[src/rtl/alu_wb_seq.sv]
// Multi-cycle 16-bit ALU sequencer: IDLE -> READ -> EXEC -> WB around an external register file.
// MUL runs as an unsigned shift-add, one multiplier bit per EXEC cycle.
module alu_wb_seq (
    input  logic        clk,
    input  logic        reset,
    input  logic [15:0] instr,
    input  logic        instr_valid,
    output logic        instr_ready,
    output logic [2:0]  R_Adr,
    output logic [2:0]  S_Adr,
    input  logic [15:0] R,
    input  logic [15:0] S,
    output logic [2:0]  W_Adr,
    output logic [15:0] W,
    output logic        we,
    output logic [3:0]  flags,
    output logic        done,
    output logic        illegal
);

    typedef enum logic [1:0] {IDLE, READ, EXEC, WB} state_t;

    localparam logic [3:0] OP_ADD = 4'h0;
    localparam logic [3:0] OP_SUB = 4'h1;
    localparam logic [3:0] OP_AND = 4'h2;
    localparam logic [3:0] OP_OR  = 4'h3;
    localparam logic [3:0] OP_XOR = 4'h4;
    localparam logic [3:0] OP_NOT = 4'h5;
    localparam logic [3:0] OP_SHL = 4'h6;
    localparam logic [3:0] OP_SHR = 4'h7;
    localparam logic [3:0] OP_MUL = 4'h8;
    localparam logic [3:0] OP_LDI = 4'h9;

    state_t      state_q, state_d;
    logic [15:0] instr_q;
    logic [15:0] op_a_q, op_b_q;
    logic [31:0] mul_acc_q, mul_mcand_q;
    logic [3:0]  mul_cnt_q;
    logic [15:0] w_q;
    logic [3:0]  flags_q;

    logic [3:0]  op;
    logic        is_mul, is_write, is_illegal, accept;
    logic [31:0] mul_sum;
    logic [15:0] res;
    logic        res_c, res_v;

    assign op         = instr_q[15:12];
    assign is_mul     = (op == OP_MUL);
    assign is_write   = (op <= OP_LDI);
    assign is_illegal = (op >= 4'hA) && (op <= 4'hE);
    assign accept     = instr_valid && (state_q == IDLE);
    assign mul_sum    = mul_acc_q + (op_b_q[0] ? mul_mcand_q : 32'd0);

    // NOTE: sequential state uses non-blocking assignments so every register samples pre-edge values.
    always_ff @(posedge clk or posedge reset) begin
        if (reset) state_q <= IDLE;
        else       state_q <= state_d;
    end

    // NOTE: every combinational output gets a default first so no path can infer a latch.
    always_comb begin
        state_d = state_q;
        case (state_q)
            IDLE:    if (instr_valid) state_d = READ;
            READ:    state_d = EXEC;
            EXEC:    if (!is_mul || mul_cnt_q == 4'd15) state_d = WB;
            WB:      state_d = IDLE;
            default: state_d = IDLE;
        endcase
    end

    always_comb begin
        res   = 16'd0;
        res_c = 1'b0;
        res_v = 1'b0;
        case (op)
            OP_ADD: begin
                {res_c, res} = {1'b0, op_a_q} + {1'b0, op_b_q};
                res_v = (op_a_q[15] == op_b_q[15]) && (res[15] != op_a_q[15]);
            end
            OP_SUB: begin
                res   = op_a_q - op_b_q;
                res_c = (op_a_q < op_b_q);
                res_v = (op_a_q[15] != op_b_q[15]) && (res[15] != op_a_q[15]);
            end
            OP_AND: res = op_a_q & op_b_q;
            OP_OR:  res = op_a_q | op_b_q;
            OP_XOR: res = op_a_q ^ op_b_q;
            OP_NOT: res = ~op_a_q;
            OP_SHL: begin
                res   = {op_a_q[14:0], 1'b0};
                res_c = op_a_q[15];
            end
            OP_SHR: begin
                res   = {1'b0, op_a_q[15:1]};
                res_c = op_a_q[0];
            end
            OP_MUL: begin
                // Final shift-add step folds in here, so the result is ready on the EXEC->WB edge.
                res   = mul_sum[15:0];
                res_c = |mul_sum[31:16];
            end
            OP_LDI: res = {{10{instr_q[5]}}, instr_q[5:0]};
            default: ;
        endcase
    end

    // NOTE: every datapath register, including the operand and multiplier state, is cleared by reset.
    always_ff @(posedge clk or posedge reset) begin
        if (reset) begin
            instr_q     <= 16'd0;
            op_a_q      <= 16'd0;
            op_b_q      <= 16'd0;
            mul_acc_q   <= 32'd0;
            mul_mcand_q <= 32'd0;
            mul_cnt_q   <= 4'd0;
            w_q         <= 16'd0;
            flags_q     <= 4'd0;
        end else begin
            if (accept) instr_q <= instr;
            if (state_q == READ) begin
                op_a_q      <= R;
                op_b_q      <= S;
                mul_acc_q   <= 32'd0;
                mul_mcand_q <= {16'd0, R};
                mul_cnt_q   <= 4'd0;
            end
            if (state_q == EXEC && is_mul) begin
                mul_acc_q   <= mul_sum;
                mul_mcand_q <= {mul_mcand_q[30:0], 1'b0};
                op_b_q      <= {1'b0, op_b_q[15:1]};
                mul_cnt_q   <= mul_cnt_q + 4'd1;
            end
            if (state_q == EXEC && state_d == WB && is_write) begin
                w_q     <= res;
                flags_q <= {res[15], (res == 16'd0), res_c, res_v};
            end
        end
    end

    always_comb begin
        instr_ready = (state_q == IDLE);
        R_Adr       = 3'd0;
        S_Adr       = 3'd0;
        W_Adr       = 3'd0;
        if (state_q != IDLE) begin
            R_Adr = instr_q[8:6];
            S_Adr = instr_q[5:3];
            W_Adr = instr_q[11:9];
        end
        we      = (state_q == WB) && is_write;
        done    = (state_q == WB);
        illegal = (state_q == WB) && is_illegal;
    end

    assign W     = w_q;
    assign flags = flags_q;

endmodule

[config.mk]
export PLATFORM = sky130hd
export DESIGN_NAME = alu_wb_seq
export DESIGN_NICKNAME = d
export VERILOG_FILES = /design/src/rtl/alu_wb_seq.sv
export SDC_FILE = /design/constraint.sdc
export NUM_CORES = 1
export LEC_CHECK = 0
export ABC_AREA = 1
export CAP_MARGIN = 25
export CORE_MARGIN = 5
export CORE_UTILIZATION = 59
export CTS_CLUSTER_DIAMETER = 80
export CTS_CLUSTER_SIZE = 40
export DETAILED_ROUTE_END_ITERATION = 6
export GPL_ROUTABILITY_DRIVEN = 0
export HOLD_SLACK_MARGIN = 0.02
export PLACE_DENSITY = 0.89
export SYNTH_ARGS = -nofsm -noshare
export SYNTH_HDL_FRONTEND = slang
export SYNTH_SLANG_ARGS = --single-unit
[constraint.sdc]
create_clock -name clk -period 5.7 [get_ports clk]
set_input_delay 1.425 -clock clk [delete_from_list [all_inputs] [get_ports clk]]
set_output_delay 1.425 -clock clk [all_outputs]
set_load 0.005 [all_outputs]
* Word-level counts from Yosys, hierarchy flattened *
Cells that the tools add are included.

cells by class
  $add $sub $neg = 4
  magnitude comparators = 4
  equal/unequal tests = 18
  mux-type cells = 18
  bitwise operators = 4
  reductions and logical operators = 17

operators by type and width
  cell                                                                    number
  32-bit 2-to-1 mux                                                       5
  16-bit case mux with 10 select lines                                    1
  32-bit adder                                                            1
  16-bit 2-to-1 mux                                                       2
  16-bit by 16-bit adder with 17-bit output                               1
  16-bit bitwise AND                                                      1
  4-bit by 3-bit equality test with 1-bit output (second input constant)  4
  16-bit logical NOT                                                      1
  16-bit < comparator                                                     1
  16-bit NOT                                                              1
  16-bit OR                                                               1
  16-bit OR reduction                                                     1
  16-bit subtractor                                                       1
  16-bit XOR                                                              1
  4-bit equality test (second input constant)                             3
  1-bit logical AND                                                       9
  3-bit 2-to-1 mux                                                        3
  4-bit by 2-bit equality test with 1-bit output (second input constant)  2
  4-bit <= comparator (second input constant)                             2
  4-bit 2-to-1 mux                                                        2
  2-bit case mux with 4 select lines                                      1
  2-bit equality test (second input constant)                             3
  1-bit case mux with 5 select lines                                      1
  4-bit by 1-bit adder with 4-bit output (second input constant)          1
  other kinds (12)                                                        16

storage, ports and cells
  bits in registers = 138
  input bits = 51
  output and inout port bits = 33
  word-level logic and storage cells = 74

* Longest topological paths before layout *
  word-level depth = 8
  depth in mapped cells = 24
  mapped depth without buffers = 22

* Worst setup path after synthesis *
OpenSTA, ideal clock, no wires.

  path kind = register -> register
  start = register op_b_q[0]
  end = register flags_q[1] (netlist: flags[1])
  setup time = 117 ps
  data arrival time = 2559 ps
  required time = 5583 ps
  slack = 3024 ps
  stages on the path, launching flop included = 23
  path buffers = 2
  clock period less this slack = 2676 ps
  path through = dfrtp_1 clkbuf_1 clkbuf_1 nand2_1 inv_1 ha_1 fa_1 nand3_1 nand3_1 nand2_1 nand3_1 nand2_1 nand2_1 nand2_1 nand2_1 nor2_1 nand2_1 nor2_1 nand3_1 nand2_1 nand2_1 nand2_1 nand2_1

between the ends
  cells in the longest elaborated chain, start to end = 4
  elaborated cells between the ends (all ways) = 6
  those cells by class = 2 x add/sub; 1 x order compare; 2 x mux; 1 x reduce/logical

ends and longest elaborated chain
  item                                    RTL line  source
  start, declared                         36        logic [15:0] op_a_q, op_b_q;
  start signal, assigned                  132       op_b_q <= {1'b0, op_b_q[15:1]};
  32-bit 2-to-1 mux                       53        assign mul_sum = mul_acc_q + (op_b_q[0] ? mul_mcand_q : 32'd0);
  32-bit adder                            53
  16-bit OR reduction                     102       res_c = |mul_sum[31:16];
  1-bit case mux with 5 select lines (*)  77        case (op)
  end signal, assigned                    137       flags_q <= {res[15], (res == 16'd0), res_c, res_v};
  end, declared                           40        logic [3:0] flags_q;

Mark *: on every way between the ends. The rest lies on a longest branch, timed or not.
A chain may end at the register's enable or synchronous reset.

* Worst setup path in the final report *
  start = register state_q[0]
  end = output port R_Adr[0]

between the ends
  cells in the longest elaborated chain, start to end = 2

ends and longest elaborated chain
  item                    RTL line  source
  start, declared         34        state_t state_q, state_d;
  start signal, assigned  58        else state_q <= state_d;
  2-bit nonzero test      147       if (state_q != IDLE) begin
  3-bit 2-to-1 mux        147
  end, declared           9         output logic [2:0] R_Adr,

No other way between the ends.

==> results.yml <==
routing:
  dr.first_iter.drc_count: 1656
  drt-total-wl_mm: 33.4
  drc: 0
  viasPerCell: 5.91
  final_antenna_net_count: 0
  wl_per_cell_um: 16.5
  drtPass1Iterations: 7
  num_vias: 11900
worst_setup_path:
  critPathTopFamily: "buffers and inverters"
  cp_max_fo: 12
  criticalPathCategory: "reg2out"
  rr_startpoint: "op_b_q[0]$_DFFE_PP0P_"
  cpMaxStageDelayCell: "clkdlybuf4s50_1"
  endpoint_kind: "primary output"
  worst_path_largest_cell_delay_ns: 0.52
  startpoint_type: "register"
  startpoint: "state_q[0]$_DFF_PP0_"
  critPathArrivalTime_ns: 2.03
  path_cells: "inv_1, ha_1, nor2_1, clkdlybuf4s50_1"
  worstPathRequired_ns: 4.28
  critPathBufInv: 2
logic_synthesis:
  yosys.area.top_type_share_pct: 30.7
  yosysWarnings: 0
  async_flop_share_pct: 100
  synth_fp_nets: 1857
  ys.flop_type: "dfrtp_1"
  synth_area_mm2: 0.0112
  ys_types: 41
  synth_cells: 1719
  yosysSeqAreaShare_pct: 30.7
  syn_avg_cell_area_um2: 6.49
  synth_edf_count: 0
  synthTopCellsByArea: "dfrtp_1 (31%), nand2_1 (19%), inv_1 (9.5%), ha_1 (9.4%), nand3_1 (5.0%)"
  yosysTopAreaCell: "dfrtp_1"
  ys_ff_latch: 137
final_layout:
  multiInputGateArea_mm2: 0.00636
  area_growth_pct: 13.4
  fillCellCount: 1560
  final_nets: 1913
  drive_gt1_share_pct: 3.08
  regArea_mm2: 0.00343
  antenna_cells: 0
clocking:
  cts_tree: "done"
  clock-sinks: 137
  cts-buffers-inserted: 17
  clk-insertion-delay-late_ns: 0.44
  holdBufCountCts: 0
  clk_pin_slew_ns: 0.07
  ctsLongestPathBuffers: 2
  root_buffer: "clkbuf_16"
  h-tree-depth: 4
  cts-resized-gates: 0
  cts_setup_buffers: 0
run_status:
  status: "finished, final reports clean"
die:
  fp.dieH_um: 147
  die_area_mm2: 0.0218
  io_pins: 84
  start_util_pct: 59.8
  rows: 50
  die_w_um: 147
  coreArea_mm2: 0.0186
placed_design:
  dp_hpwl_mm: 24.7
  io_buffers: 83
grt:
  grt_pass1_vias: 11600
  antenna_found_initial: 0
  grt_use_total_pct: 30.4
  grt_overflow: 0
  grt_max_degree: 103
  grt_pass1_wl_mm: 54.4
sta:
  slew_viol_final: 0
  rsz0062_at_grt: "no"
  timing.fmax_mhz: 290
  setup_violations: 0
  clock-skew-final_ns: 0.0129
  period_minus_slack_ns: 3.45
  fin_crit_sh_pct: 60.6
  fin_tns_setup_ns: 0
  slew_headroom_pct: 36.0
  tightest_slew_ns: 0.957
  hold_viol_final: 0
power_and_ir_drop:
  ir_drop_uv: 383
  p_per_area_mw_per_mm2: 483
  total_power_uw: 6110
  p_leak_uw: 0.00709
worst_hold_path:
  hp-start: "W[6]$_DFFE_PP0P_"
  hp-class: "reg2reg"
flow_run:
  drv_cap: 0
## cell usage in the layout, fill, tap and decap left out, types with 5 or more instances in the layout
cell and instances:
a22o_1 18, nand2_1 563, a32o_1 5, ha_1 84, nor3_1 16, a21oi_1 68
o221ai_1 20, o21bai_1 7, buf_4 6, nor2_1 147, and2_1 5, clkdlybuf4s50_1 83
inv_1 282, clkbuf_16 17, inv_2 8, nand3_1 111, o22ai_1 38, o21ai_1 5
nor4_1 5, dfrtp_1 137, xor2_1 12, nand4_1 20, o21ai_0 84
## cells by family after synthesis
| family | synth area share, % |
|---|---|
| AOI/OAI and AO/OA | 14.0 |
| xor gates and xnor gates | 0.942 |
| adders and majority gates | 9.96 |
| buffers and inverters | 12.3 |
| DFF | 30.7 |
| muxes | 0.101 |
| and+or+nand+nor | 32.0 |
## path summary, 6_finish.rpt
check	slack (ns)	end	cells past startpoint
min in group asynchronous	1.29	flags[1]$_DFFE_PP0P_	2
worst min register to register	0.48	W[6]$_DFFE_PP0P_	2
worst min-delay path	0.48	W[6]$_DFFE_PP0P_	2
worst max register to register	2.36	flags[2]$_DFFE_PP0P_	18
max in group asynchronous	3.69	op_a_q[1]$_DFFE_PP0P_	3
worst max-delay path	2.25	R_Adr[0]	4
## metal layers
metal / share of wire (%) / wire length (µm) / vias up / GRT usage (%)
met3: 10 / 3480 / 195 / 6.50
met1: 38 / 12600 / 5413 / 36.8
li1: - / - / 5589 / -
met4: 6.0 / 1990 / 0 / 16.0
met2: 46 / 15300 / 738 / 51.0
met5: 0 / 0 / - / 0
## area by class of cell
cell class,count,area share (%)
Tap cell,234,2.32
Sequential cell,137,27.1
Multi-Input combinational cell,1237,50.3
Clock buffer,18,3.39
Timing Repair Buffer,91,7.26
Inverter,291,8.68
Clock inverter,13,0.970
## registers in the layout, summed over array words and instances (netlist names)
register / count
mul_acc_q: 32
mul_mcand_q: 32
W: 16
instr_q: 16
op_a_q: 16
op_b_q: 16
mul_cnt_q: 4
flags: 3
state_q: 2
## worst min-delay path, cell delays in order, from the launching register on
cell and delay [ns]:
dfrtp_1 0.34, nand2_1 0.05, nand2_1 0.05
## stage by stage
stage | instances | util, % | cell area, µm² | hold WS, ns | setup slack, ns
2_1_floorplan | 1719 | - | 11200 | 0.453 | 0.607
3_3_place_gp | 1988 | 64.6 | 12100 | 0.468 | 2.30
3_5_place_dp | 1988 | 64.6 | 12100 | 0.465 | 2.29
4_1_cts | 2019 | 67.6 | 12600 | 0.483 | 2.25
5_1_grt | 2021 | 67.8 | 12600 | 0.504 | 2.14
6_report | 2021 | 67.8 | 12600 | 0.481 | 2.25
## synth_stat cells (all sizes together), types with 18 or more instances
master,count
o22ai,38
nand2,564
clkbuf,28
a21oi,68
dfrtp,137
ha,84
buf,26
o221ai,20
nor2,149
a22o,18
o21ai,89
inv,291
nand3,112
nand4,20
## report_power, final
part,switching (µW),internal (µW)
logic,2310,1180
registers,274,1280
clock network,468,601
(Power assumes the default switching activity.)
